`src/rtl/secded_decoder_pipe.sv`:
```
// Two-stage SECDED (extended Hamming) decoder with valid/ready flow control
// and saturating single/double error event counters.
module secded_decoder_pipe #(
  parameter  int DATA_W = 16,
  parameter  int CNT_W  = 8,
  localparam int P      = (DATA_W <= 4)  ? 3 :
                          (DATA_W <= 11) ? 4 :
                          (DATA_W <= 26) ? 5 :
                          (DATA_W <= 57) ? 6 : 7,
  localparam int CW_W   = DATA_W + P + 1
) (
  input  logic              clk,
  input  logic              rst_n,
  input  logic              in_valid,
  output logic              in_ready,
  input  logic [CW_W-1:0]   in_cw,
  input  logic              correct_en,
  input  logic              cnt_clr,
  output logic              out_valid,
  input  logic              out_ready,
  output logic [DATA_W-1:0] out_data,
  output logic              out_sec,
  output logic              out_ded,
  output logic [P-1:0]      out_syn,
  output logic [CNT_W-1:0]  sec_cnt,
  output logic [CNT_W-1:0]  ded_cnt
);

  localparam logic [P-1:0]     SYN_MAX = P'(CW_W - 1);
  localparam logic [CNT_W-1:0] CNT_MAX = '1;

  // Bit b of the syndrome is the parity of every position whose index has bit b set.
  function automatic logic [CW_W-1:0] syn_mask(input int b);
    logic [CW_W-1:0] m;
    m = '0;
    for (int i = 1; i < CW_W; i++) m[i] = ((i >> b) & 1) != 0;
    return m;
  endfunction

  // Codeword position of data bit k: k-th non-power-of-two index above 0.
  function automatic int data_pos(input int k);
    int cnt;
    int pos;
    cnt = 0;
    pos = 0;
    for (int i = 1; i < CW_W; i++) begin
      if ((i & (i - 1)) != 0) begin
        if (cnt == k) pos = i;
        cnt++;
      end
    end
    return pos;
  endfunction

  logic              s1_adv;
  logic              s2_adv;
  logic              out_hs;

  logic [P-1:0]      syn_next;
  logic              par_next;
  logic [DATA_W-1:0] raw_next;

  logic              s1_valid_reg;
  logic [P-1:0]      s1_syn_reg;
  logic              s1_par_reg;
  logic [DATA_W-1:0] s1_data_reg;
  logic              s1_mode_reg;

  logic              syn_zero;
  logic              sec_next;
  logic              ded_next;
  logic              fix_en;
  logic [DATA_W-1:0] corr_next;

  logic              out_valid_reg;
  logic [DATA_W-1:0] out_data_reg;
  logic              out_sec_reg;
  logic              out_ded_reg;
  logic [P-1:0]      out_syn_reg;
  logic [CNT_W-1:0]  sec_cnt_reg;
  logic [CNT_W-1:0]  ded_cnt_reg;

  genvar gi;

  generate
    for (gi = 0; gi < P; gi++) begin : g_syn
      localparam logic [CW_W-1:0] MASK = syn_mask(gi);
      assign syn_next[gi] = ^(in_cw & MASK);
    end

    for (gi = 0; gi < DATA_W; gi++) begin : g_data
      localparam int POS = data_pos(gi);
      assign raw_next[gi]  = in_cw[POS];
      assign corr_next[gi] = s1_data_reg[gi] ^ (fix_en && (s1_syn_reg == P'(POS)));
    end
  endgenerate

  assign par_next = ^in_cw;

  // A zero syndrome with odd parity means only the overall parity bit flipped.
  always_comb begin
    syn_zero = (s1_syn_reg == '0);
    sec_next = s1_par_reg && (s1_syn_reg <= SYN_MAX);
    ded_next = s1_par_reg ? (s1_syn_reg > SYN_MAX) : !syn_zero;
    fix_en   = sec_next && s1_mode_reg && !syn_zero;
  end

  assign s2_adv   = !out_valid_reg || out_ready;
  assign s1_adv   = !s1_valid_reg || s2_adv;
  assign in_ready = s1_adv;
  assign out_hs   = out_valid_reg && out_ready;

  always_ff @(posedge clk) begin
    if (!rst_n) begin
      s1_valid_reg <= 1'b0;
      s1_syn_reg   <= '0;
      s1_par_reg   <= 1'b0;
      s1_data_reg  <= '0;
      s1_mode_reg  <= 1'b0;
    end else if (s1_adv) begin
      s1_valid_reg <= in_valid;
      if (in_valid) begin
        s1_syn_reg  <= syn_next;
        s1_par_reg  <= par_next;
        s1_data_reg <= raw_next;
        s1_mode_reg <= correct_en;
      end
    end
  end

  always_ff @(posedge clk) begin
    if (!rst_n) begin
      out_valid_reg <= 1'b0;
      out_data_reg  <= '0;
      out_sec_reg   <= 1'b0;
      out_ded_reg   <= 1'b0;
      out_syn_reg   <= '0;
    end else if (s2_adv) begin
      out_valid_reg <= s1_valid_reg;
      if (s1_valid_reg) begin
        out_data_reg <= corr_next;
        out_sec_reg  <= sec_next;
        out_ded_reg  <= ded_next;
        out_syn_reg  <= s1_syn_reg;
      end
    end
  end

  // Clear wins over a coincident increment.
  always_ff @(posedge clk) begin
    if (!rst_n || cnt_clr) begin
      sec_cnt_reg <= '0;
      ded_cnt_reg <= '0;
    end else if (out_hs) begin
      if (out_sec_reg && (sec_cnt_reg != CNT_MAX)) sec_cnt_reg <= sec_cnt_reg + 1'b1;
      if (out_ded_reg && (ded_cnt_reg != CNT_MAX)) ded_cnt_reg <= ded_cnt_reg + 1'b1;
    end
  end

  assign out_valid = out_valid_reg;
  assign out_data  = out_data_reg;
  assign out_sec   = out_sec_reg;
  assign out_ded   = out_ded_reg;
  assign out_syn   = out_syn_reg;
  assign sec_cnt   = sec_cnt_reg;
  assign ded_cnt   = ded_cnt_reg;

endmodule

```
`config.mk`:
```
export PLATFORM = sky130hd
export DESIGN_NAME = secded_decoder_pipe
export DESIGN_NICKNAME = d
export VERILOG_FILES = /design/src/rtl/secded_decoder_pipe.sv
export SDC_FILE = /design/constraint.sdc
export NUM_CORES = 1
export LEC_CHECK = 0
export CAP_MARGIN = 10
export CORE_ASPECT_RATIO = 1.1
export CORE_UTILIZATION = 54
export DETAILED_ROUTE_END_ITERATION = 8
export GPL_TIMING_DRIVEN = 0
export HOLD_SLACK_MARGIN = 0.03
export PLACE_DENSITY = 0.85
export SYNTH_ARGS = -nofsm -noshare
export SYNTH_HDL_FRONTEND = slang
export SYNTH_SLANG_ARGS = --single-unit
```
`constraint.sdc`:
```
create_clock -name clk -period 2.3 [get_ports clk]
set_input_delay 0.46 -clock clk [delete_from_list [all_inputs] [get_ports clk]]
set_output_delay 0.46 -clock clk [all_outputs]
set_load 0.01 [all_outputs]
```
Word level (Yosys, flattened, before mapping)
Cells that the tools add are included.

storage, ports and cells
  output and inout bits = 41
  word-level logic and storage cells = 91
  input bits = 28
  register bits after elaboration = 64

cells by class
  mux-type cells = 1
  add/subtract/negate cells = 2
  magnitude comparators = 2
  bitwise operators = 16
  reduce and logical (&&, ||, !) cells = 40
  equal/unequal tests = 18

operators with widths
  cell                 count
  $reduce_xor 22->1    6
  $eq 5x4->1 const B   7
  $eq 5x5->1 const B   5
  $logic_and 1x1->1    22
  $add 8x1->8 const B  2
  $ne 8x8->1 const B   2
  $xor 1x1->1          16
  $eq 5x3->1 const B   3
  $reduce_and 2->1     4
  $eq 5x2->1 const B   1
  $gt 5x5->1 const B   1
  $le 5x5->1 const B   1
  $logic_not 5->1      1
  $logic_not 1->1      4
  $logic_or 1x1->1     3
  $mux 1               1

Depth between registers and ports, before layout
  depth in word-level cells = 6
  mapped depth = 7
  depth with buffers taken out = 6

Worst setup path before layout
OpenSTA, ideal clock, no wires.

  path kind = in2reg
  from = input in_cw[15]
  to = register s1_par_reg
  setup time = 0.070 ns
  buffers on the path = 0
  data arrival time = 1.515 ns
  path slack = 0.715 ns
  stages on the path = 5
  data required time = 2.230 ns
  cells stage by stage = xnor2_1 -> xnor2_1 -> xnor2_1 -> xnor3_1 -> a21oi_1

between the ends
  cells in the longest elaborated chain, start to end = 1

RTL lines
  item                    line  source
  start: declaration      16    input logic [CW_W-1:0] in_cw,
  $reduce_xor 22->1       98    assign par_next = ^in_cw;
  end signal: assignment  124   s1_par_reg <= par_next;
  end: declaration        65    logic s1_par_reg;

No other way between the ends.
A chain may end at the register's enable or synchronous reset.

Worst setup path after layout
  from = input out_ready
  to = output in_ready

between the ends
  cells in the longest elaborated chain, start to end = 2

RTL lines
  item                line  source
  start: declaration  20    input logic out_ready,
  $logic_or 1x1->1    108   assign s2_adv = !out_valid_reg || out_ready;
  $logic_or 1x1->1    109   assign s1_adv = !s1_valid_reg || s2_adv;
  end: declaration    15    output logic in_ready,

No other way between the ends.

==> run metrics <==
RSZ-0062 raised after global routing false; antenna viol nets, final 0; fmax 479 MHz; Ports 69; number of flops mapped to enable cells by yosys 0; Core Footprint 5360 um2; Fin. Hold Viols 0; cell with the most instances after synthesis nand2_1; layout cells sized above 1 4.77%; initial core utilization 56.0%; ANT cells 0; pin count of the biggest net entering global routing 11; status completed; total gr overflow 0; cell taking the most area after synthesis dfxtp_1; final period utilization 90.8%; setup TNS 0 ns; WL per Instance 13.6 um; DP Area 3780 um2; drt drc 0; post-layout util 74.3%; CTS Buf Count 9; All-Layer GR Usage 26.3%; max_cap viols 0; Tightest Hold Check Type flop to flop; critical path type primary input to output pin; Hold Path Stages 2; DRT Pass-1 Iters 5; Post-synth top cells 65 x nand2_1, 64 x dfxtp_1, 40 x a21oi_1, 37 x xnor2_1, 30 x nor2_1; Worst-path clk slew 0.07 ns; Worst slew margin 65.4%; critical path depth in cells 4; synthesized area 3000 um2; die footprint 5870 um2; synthesized area per cell 8.41 um2; Seq/Total Area, Yosys 42.6%; row cnt 28; initial DRC count 97; top-area cell type share of the netlist area 42.6%; delay-heaviest family, CP buffers and inverters; crit-path max cell delay 0.46 ns; Main synth FF type dfxtp_1; worst slew pin tran 0.512 ns; slack of the critical path 0.212 ns; TritonCTS sink count 64; Die H 80.2 um; first-pass GRT wire length 11,900 um; CTS H-tree depth 3; Tot Pwr 2.72 mW; Setup WS pre-CTS -0.0224 ns; setup violators final 0; Post-synth ARST share 0%; Critical Path Fanout Max 5; initial antenna violation count 0; Post-DP HPWL 5350 um; worst skew pair latency 0.33 ns; crit-path cells clkdlybuf4s50_1 -> and2b_1 -> nand2_1 -> dlygate4sd2_1; final setup skew 0.00924 ns; Slew Viols, Final 0; synth warn 0; Synth area leaders dfxtp_1 43%, xnor2_1 11%, nand2_1 8.1%; Distinct cells, synth 36; Mapped Nets 387; cell count after synthesis 357; vias 2,705; area delta synth->final 32.6%; static leakage 1.40 nW; Worst Reg-to-Reg Cells 5; Seq cells post-synth 64; Critical Path RT 1.84 ns; vias in the first global route 2,636; GP Congestion 0.837; post-DR vias/cell 5.25; Buffers on Ports 68; Max Root-Sink Buffers 2; TritonCTS clock tree done; Root Driver clkbuf_8; Slowest cell on crit path clkdlybuf4s50_1; Startpoint Class primary input; Pwr Density 683 nW/um2; # hold bufs at CTS 0; data arrival time at the worst-slack endpoint 1.63 ns; Final Instance Area 3980 um2; min Tclk post-route 2.09 ns; worst IR drop on VDD 0.000390 V; routed wire length 6980 um; Crit. End Element output pin; nets 466; Die X 73.1 um; CP Buf/Inv Count 2
worst reg2reg max path, delay by kind of cell, from the launching register on:
family	cells	cell delay, ns
and+or+nand+nor	2	0.58
AOI/OAI and AO/OA	1	0.22
buffers and inverters	1	0.34
xor gates and xnor gates	1	0.16
DFF	1	0.31
power breakdown:
group / internal, mW / switching, mW / total, mW
clock: 0.584 / 0.395 / 0.979
combinational: 0.270 / 0.252 / 0.522
sequential: 1.17 / 0.0456 / 1.22
layout by cell type, fill, tap and decap left out, types with 3 or more instances in the layout:
cell | synthesis | final
a211oi_1 | 10 | 10
a21oi_1 | 40 | 40
and2_1 | 3 | 3
buf_2 | 6 | 6
clkbuf_1 | 11 | 12
clkbuf_8 | 0 | 12
clkdlybuf4s50_1 | 0 | 67
dfxtp_1 | 64 | 64
nand2_1 | 65 | 65
nand2b_1 | 3 | 3
nand3_1 | 9 | 9
nand4_1 | 4 | 4
nor2_1 | 30 | 30
nor3_1 | 8 | 8
o21ai_0 | 15 | 15
or3_1 | 3 | 3
xnor2_1 | 37 | 37
xnor3_1 | 3 | 3
xor2_1 | 22 | 22
layout make-up:
cell class	count	area [um2]
multi-input cells	272	1640
fillers	405	1380
flip-flops and latches	64	1280
repair buffers	68	679
clock buffers	13	169
well taps	75	93.8
plain buffers	19	78.8
clock inverters	2	37.5
inverters	2	7.51
logic make-up (layout without fill, tap and decap cells):
logic type | Yosys count | count (layout) | share of synthesized area [%]
buffers and inverters | 21 | 104 | 2.87
adders and majority gates | 2 | 2 | 0.833
AOI/OAI and AO/OA | 71 | 71 | 13.5
and+or+nand+nor | 135 | 135 | 20.0
xor gates and xnor gates | 62 | 62 | 19.4
DFF | 64 | 64 | 42.6
muxes | 2 | 2 | 0.666
metrics by stage:
stage	hold WS (ns)	std cells
2_1_floorplan	0.448	357
5_1_grt	0.476	515
4_1_cts	0.456	515
3_5_place_dp	0.447	500
6_report	0.453	515
3_3_place_gp	0.446	500
layer usage:
metal	vias to the layer above	global-route usage, %	wire (um)	share of wire [%]
li1	1357	-	-	-
met1	1246	30.1	2920	42
met2	88	46.7	3620	52
met3	14	5.77	291	4.2
met4	0	11.0	146	2.1
met5	-	0	0	0
path summary, 6_finish.rpt:
path                  from           to  slack (ns)
min reg2reg     out_syn[2]   out_syn[2]        0.45
max reg2reg  s1_syn_reg[1]  out_data[2]        0.61
max              out_ready     in_ready        0.21
min             out_syn[2]   out_syn[2]        0.45
timing repair:
action | 4_1_cts | 5_1_grt
gates resized for setup | 1 | 0
setup buffers | 0 | 0
endpoints found under the setup margin | 1 | 0
Note: power is estimated with default switching activity, not from simulation.
